$ cat config.mk
export PLATFORM = sky130hd
export DESIGN_NAME = encoder_pipe_n
export DESIGN_NICKNAME = d
export VERILOG_FILES = /design/src/rtl/encoder_pipe_n.sv
export SDC_FILE = /design/constraint.sdc
export NUM_CORES = 1
export LEC_CHECK = 0
export CORE_AREA = 2 2 57 59
export DETAILED_ROUTE_END_ITERATION = 7
export DIE_AREA = 0 0 59 61
export PLACE_DENSITY = 0.83
export SLEW_MARGIN = 15
export SYNTH_ARGS = -nofsm -noshare
export SYNTH_HDL_FRONTEND = slang
export SYNTH_SLANG_ARGS = --single-unit
$ cat constraint.sdc
create_clock -name clock -period 2.7 [get_ports clock]
set_input_delay 0.54 -clock clock [delete_from_list [all_inputs] [get_ports clock]]
set_output_delay 0.54 -clock clock [all_outputs]
set_load 0.02 [all_outputs]
$ cat src/rtl/encoder_pipe_n.sv
// Registered N-to-log2(N) encoder with valid/ready handshake, multi-hot/none-hot flags
// and a saturating error counter. Define ENC_ROUND_ROBIN_EN for rotating priority.
module encoder_pipe_n #(
  parameter int N_IN  = 32,
  parameter int OUT_W = $clog2(N_IN)
) (
  input  logic             clock,
  input  logic             clear,
  input  logic [N_IN-1:0]  encIn,
  input  logic             in_valid,
  output logic             in_ready,
  output logic [OUT_W-1:0] encOut,
  output logic             out_valid,
  input  logic             out_ready,
  output logic             none_hot,
  output logic             multi_hot,
  output logic [7:0]       err_count
);

  localparam logic [N_IN-1:0] ONE = {{(N_IN-1){1'b0}}, 1'b1};

  logic [N_IN-1:0]  search;
  logic [OUT_W-1:0] off;
  logic [OUT_W-1:0] winner;
  logic             found;
  logic             zero;
  logic             multi;
  logic             accept;

`ifdef ENC_ROUND_ROBIN_EN
  localparam logic [OUT_W:0]   NIN_W = (OUT_W+1)'(N_IN);
  localparam logic [OUT_W-1:0] LAST  = OUT_W'(N_IN - 1);
  logic [OUT_W-1:0] ptr;
  logic [OUT_W:0]   wsum;
`endif

  assign in_ready = !out_valid || out_ready;
  assign accept   = in_valid && in_ready;
  assign zero     = ~|encIn;
  assign multi    = |(encIn & (encIn - ONE));

  // Round-robin rotates the request vector so bit 0 is the pointer position,
  // finds the lowest set bit, then maps the offset back modulo N_IN.
  always_comb begin
`ifdef ENC_ROUND_ROBIN_EN
    search = (encIn >> ptr) | (encIn << (N_IN - int'(ptr)));
`else
    search = encIn;
`endif
    off   = '0;
    found = 1'b0;
    for (int unsigned i = 0; i < N_IN; i++) begin
      if (search[i] && !found) begin
        off   = OUT_W'(i);
        found = 1'b1;
      end
    end
`ifdef ENC_ROUND_ROBIN_EN
    wsum = {1'b0, ptr} + {1'b0, off};
    if (wsum >= NIN_W) wsum = wsum - NIN_W;
    winner = wsum[OUT_W-1:0];
`else
    winner = off;
`endif
  end

  always_ff @(posedge clock or posedge clear) begin
    if (clear) begin
      encOut    <= '1;
      out_valid <= 1'b0;
      none_hot  <= 1'b0;
      multi_hot <= 1'b0;
      err_count <= '0;
`ifdef ENC_ROUND_ROBIN_EN
      ptr       <= '0;
`endif
    end else if (accept) begin
      encOut    <= zero ? '1 : winner;
      none_hot  <= zero;
      multi_hot <= multi;
      out_valid <= 1'b1;
      if ((zero || multi) && err_count != '1) err_count <= err_count + 8'd1;
`ifdef ENC_ROUND_ROBIN_EN
      if (!zero) ptr <= (winner == LAST) ? '0 : winner + OUT_W'(1);
`endif
    end else if (out_ready) begin
      out_valid <= 1'b0;
    end
  end

endmodule
Yosys cells after proc, flatten, opt, wreduce, memory -nomap -nowiden
Cells that the tools add are included.
- bitwise gates (word level): 1
- reductions and logical operators: 72
- equal/unequal tests: 1
- add/sub/neg operators: 2
- mux-type cells: 65
- operators with widths (kind ; number):
    5-bit two-way mux ; 31
    32-bit OR reduction ; 2
    1-bit two-way mux ; 34
    1-bit logical AND ; 33
    1-bit logical NOT ; 33
    32-bit bitwise AND ; 1
    32-bit by 1-bit subtractor with 32-bit output (second input constant) ; 1
    8-bit by 1-bit adder with 8-bit output (second input constant) ; 1
    8-bit inequality test (second input constant) ; 1
    1-bit logical OR ; 2
    2-bit AND reduction ; 1
    2-bit nonzero test ; 1
- input port bits: 36
- register bits: 16
- output and inout port bits: 17
- logic and storage cells: 146

Longest topological paths before layout
- depth in word-level cells: 95
- depth in mapped cells: 9
- mapped depth without buffers: 8

Worst setup path after synthesis
No wires, ideal clock.
- path type: input to register
- start: in encIn[14]
- end: reg err_count[1]
- path buffers: 1
- slack: -566 ps
- required time: 2575 ps
- library setup time: 125 ps
- stages on the path: 9
- arrival time: 3141 ps
- cell sequence: or4_1 -> or4_4 -> or3_4 -> nor4_4 -> nor3_1 -> and3_1 -> buf_6 -> or2_4 -> mux2_4
- longest elaborated chain between the ends: 6
- elaborated cells on any way between the ends: 8
- classes of those cells: add/sub (1); bitwise (1); reduce/logical (6)
- ends and longest elaborated chain (element ; RTL line ; RTL):
    start, declared ; 9 ; input logic [N_IN-1:0] encIn,
    32-bit by 1-bit subtractor with 32-bit output ; 40 ; assign multi = |(encIn & (encIn - ONE));
    32-bit bitwise AND ; 40 ;
    32-bit OR reduction ; 40 ;
    1-bit logical OR * ; 82 ; if ((zero || multi) && err_count != '1) err_count <= err_count + 8'd1;
    1-bit logical AND * ; 82 ;
    2-bit AND reduction (no line) * ; n/a ;
    end signal, assigned ; 82 ;
    end, declared ; 17 ; output logic [7:0] err_count
Mark *: on every way between the ends. The rest lies on a longest branch, timed or not.
A chain may end at the register's enable or synchronous reset.

Worst setup path after layout
- start: in encIn[13]
- end: reg err_count[1]
The elaborated chain is that of the path after synthesis.

==> results.md <==
* Vias per cell at 6.44
* RSZ-0062 raised after global routing: true
* Crit. End Element: register
* Cells after Synth at 180
* Clk_lat worst skew at 0.31 ns
* Initial core utilization at 47.4%
* Initial DRC count at 351
* Share of cells above drive strength 1 at 38.0%
* Library cells used by synthesis at 48
* Fmax at 0.335 GHz
* Design area at 2630 sq um
* Antenna violations before repair at 0
* Post-synth top flop: dfrtp_1
* Type of the tightest min-delay check: register to register
* Clk buf depth at 2
* Setup violators final at 9
* Clk sinks at 16
* Number of global-route vias before repair at 2078
* Slew headroom at 59.6%
* Worst slew pin tran at 0.605 ns
* PD cells at 397 nW/um^2
* Yosys reg bits at 16
* Synth Area per Inst at 7.77 sq um
* Reg-to-Reg End: err_count[1]$_DFFE_PP0P_
* Critical-path maximum fanout at 3
* CTS H-tree lvls at 1
* Sequential fraction of the synthesis area at 29.1%
* Critical-path top delay cell: or4_4
* Largest net degree at the start of global routing at 17
* Setup CP Type: input port to register
* VDD IR-drop max at 0.000228 V
* Yosys warning count at 0
* Clock Root Buffer: clkbuf_4
* Sw frac at 38.6%
* Worst r2r path cells at 6
* Crit path largest cell delay at 0.56 ns
* Die Y at 61 um
* CTS buffer count at 3
* NetSw at 402 uW
* Wire per inst at 19.5 um
* Async set-reset flop share out of synthesis at 100%
* Ranking of synthesized cells by area: dfrtp_1 20%, dfstp_2 9.4%, nor3_1 5.7%
* Chip width at 59 um
* DRC at 0
* Reg-to-reg slack, setup at 0.78 ns
* Row Count at 20
* Reg2reg start: err_count[0]$_DFFE_PP0P_
* Setup TNS at -2.00 ns
* Comb power frac at 49.0%
* Worst Path Required at 2.90 ns
* Status: finished, violations left
* Storage element area at 407 sq um
* CP Data Arrival Time at 3.19 ns
* Biggest area consumer among synthesized cells: dfrtp_1
* Clock power share at 16.3%
* Minimum clock period at 2.99 ns
* Final Hold Fails at 0
* Total Routed Length at 6540 um
* Worst hold endpoint: encOut[4]$_DFFE_PP1P_
* Final period util at 111%
* Diode count at 0
* Total gr overflow at 0
* CP cell instances: buf_6 -> or4_4 -> or4_4 -> buf_4 -> o21ai_0 -> o21ai_2 -> nor4_2 -> and3_4 -> or2_4 -> mux2_4
* Setup Skew at 0.00525 ns
* Core area at 2950 sq um
* Crit path buffers/inverters at 2
* Max-Cap Viols at 0
* Post-route ant nets at 0
* Int Power at 639 uW
* Slew Viols, Final at 0
* Failing checks: negative setup slack
* CP delay by family, top: simple AND/OR/NAND/NOR gates
* Fill cells at 136
* Gr usage total at 36.1%
* GP Congestion at 0.984
* Multi-input gate area at 1090 sq um
* Syn nets at 217
* Synth top area share at 19.7%
* Hold-critical path depth at 2
* Dpl hpwl at 4130 um
* First-pass GRT wire length at 9540 um
* DP Area at 2400 sq um
* Most numerous cell in the Yosys netlist: nor2_1
* DRT Pass-1 Iters at 8
* CTS tree: built
* Area Growth Syn to Fin at 87.7%
* Number of I/O pins at 53
* Final net count at 341
* Mapped Area at 1400 sq um
* Critical path launch point type: input port
* I/O Buffers at 52
* # hold bufs at CTS at 0
* Post-synth EDFFs at 0
* Hold path startpoint: encOut[4]$_DFFE_PP1P_
* Most frequent cells after synthesis: 20 x nor2_1, 16 x nor3_1, 15 x o21ai_0
* Die Footprint at 3600 sq um
* Layout Utilization at 88.9%
* Clk slew on worst S/H paths at 0.10 ns
* Cell mode on critical path: or4_4
* Vias after detailed routing at 2163
* Seq pwr share at 34.7%
* Leakage power at 0.00118 uW
* Setup ws final at -0.286 ns
[registers in the layout (all words and copies together) (netlist names)]
name       count
out_valid      1
none_hot       1
multi_hot      1
err_count      8
encOut         5
[how the worst max path moves through the flow]
stage          cells past startpoint                       end  slack (ns)  startpoint
2_1_floorplan                      9  err_count[1]$_DFFE_PP0P_       -0.48   encIn[11]
3_3_place_gp                       9  err_count[1]$_DFFE_PP0P_       -0.85   encIn[11]
3_5_place_dp                       9  err_count[1]$_DFFE_PP0P_       -0.97   encIn[11]
4_1_cts                            9  err_count[1]$_DFFE_PP0P_       -0.25   encIn[13]
5_1_grt                           10  err_count[1]$_DFFE_PP0P_       -0.30   encIn[14]
6_report                          10  err_count[1]$_DFFE_PP0P_       -0.29   encIn[13]
[power by group through the flow]
stage	Combinational (uW)	Sequential (uW)	Clock [uW]
after floorplan	145	416	0
after global placement	462	356	0
after detailed placement	473	361	0
after CTS	477	357	160
after global routing	544	371	180
final	510	361	170
[per-stage QoR]
| stage | total power (uW) | worst slack (ns) | hold WS, ns | std cells |
|---|---|---|---|---|
| floorplan | 560 | -0.479 | 0.450 | 180 |
| global placement | 818 | -0.851 | 0.453 | 323 |
| detailed placement | 834 | -0.974 | 0.459 | 323 |
| CTS | 994 | -0.247 | 0.473 | 335 |
| global route | 1090 | -0.302 | 0.512 | 336 |
| finish | 1040 | -0.286 | 0.480 | 336 |
[cells by family after synthesis]
| family | after synthesis | share of synthesized area [%] |
|---|---|---|
| compound gates | 54 | 24.8 |
| xor+xnor | 6 | 3.76 |
| fa+ha+maj | 2 | 1.61 |
| buf+inv | 10 | 3.22 |
| flops | 16 | 29.1 |
| mux | 2 | 1.88 |
| simple gates | 90 | 35.7 |
[routing by layer]
| metal | vias to the layer above | routed length [um] | GRT usage (%) |
|---|---|---|---|
| met2 | 193 | 3110 | 62.9 |
| met5 | - | 0 | 0 |
| li1 | 937 | - | - |
| met3 | 60 | 699 | 7.68 |
| met4 | 0 | 485 | 22.4 |
| met1 | 973 | 2240 | 40.4 |
[cell type report]
type	count	area share [%]
clock buffers	4	1.38
inverters	8	1.14
multi-input cells	154	41.4
flip-flops and latches	16	15.5
well taps	33	1.57
repair buffers	121	39.1
[worst register-to-register path, stage by stage (launching register included)]
cell	delay, ns
dfrtp_1	0.44
ha_1	0.28
and3_1	0.20
nand3_1	0.12
nand2_1	0.18
or2_4	0.30
mux2_4	0.29
[cell usage in the layout, fill, tap and decap left out, types with 3 or more instances in the layout]
cell / count
clkdlybuf4s50_1: 36
nor2_1: 20
dfstp_2: 5
clkdlybuf4s15_1: 3
buf_4: 68
o21bai_1: 3
nand2_1: 13
buf_6: 3
and3_1: 6
or2_2: 3
nand2b_1: 4
or4_4: 4
nor4_2: 3
xor2_1: 5
buf_2: 4
dfrtp_1: 11
nor3_4: 3
nand3_1: 6
nor3_2: 3
clkbuf_4: 3
dlygate4sd2_1: 4
a21oi_1: 13
nor3_1: 10
inv_1: 8
o21ai_0: 13
[timing repair]
action,in CTS,in global routing
setup buffers,8,1
pin swaps,17,8
endpoints found under the setup margin,12,9
gates resized for setup,55,14
No activity file was read; power rests on OpenSTA's default activity.
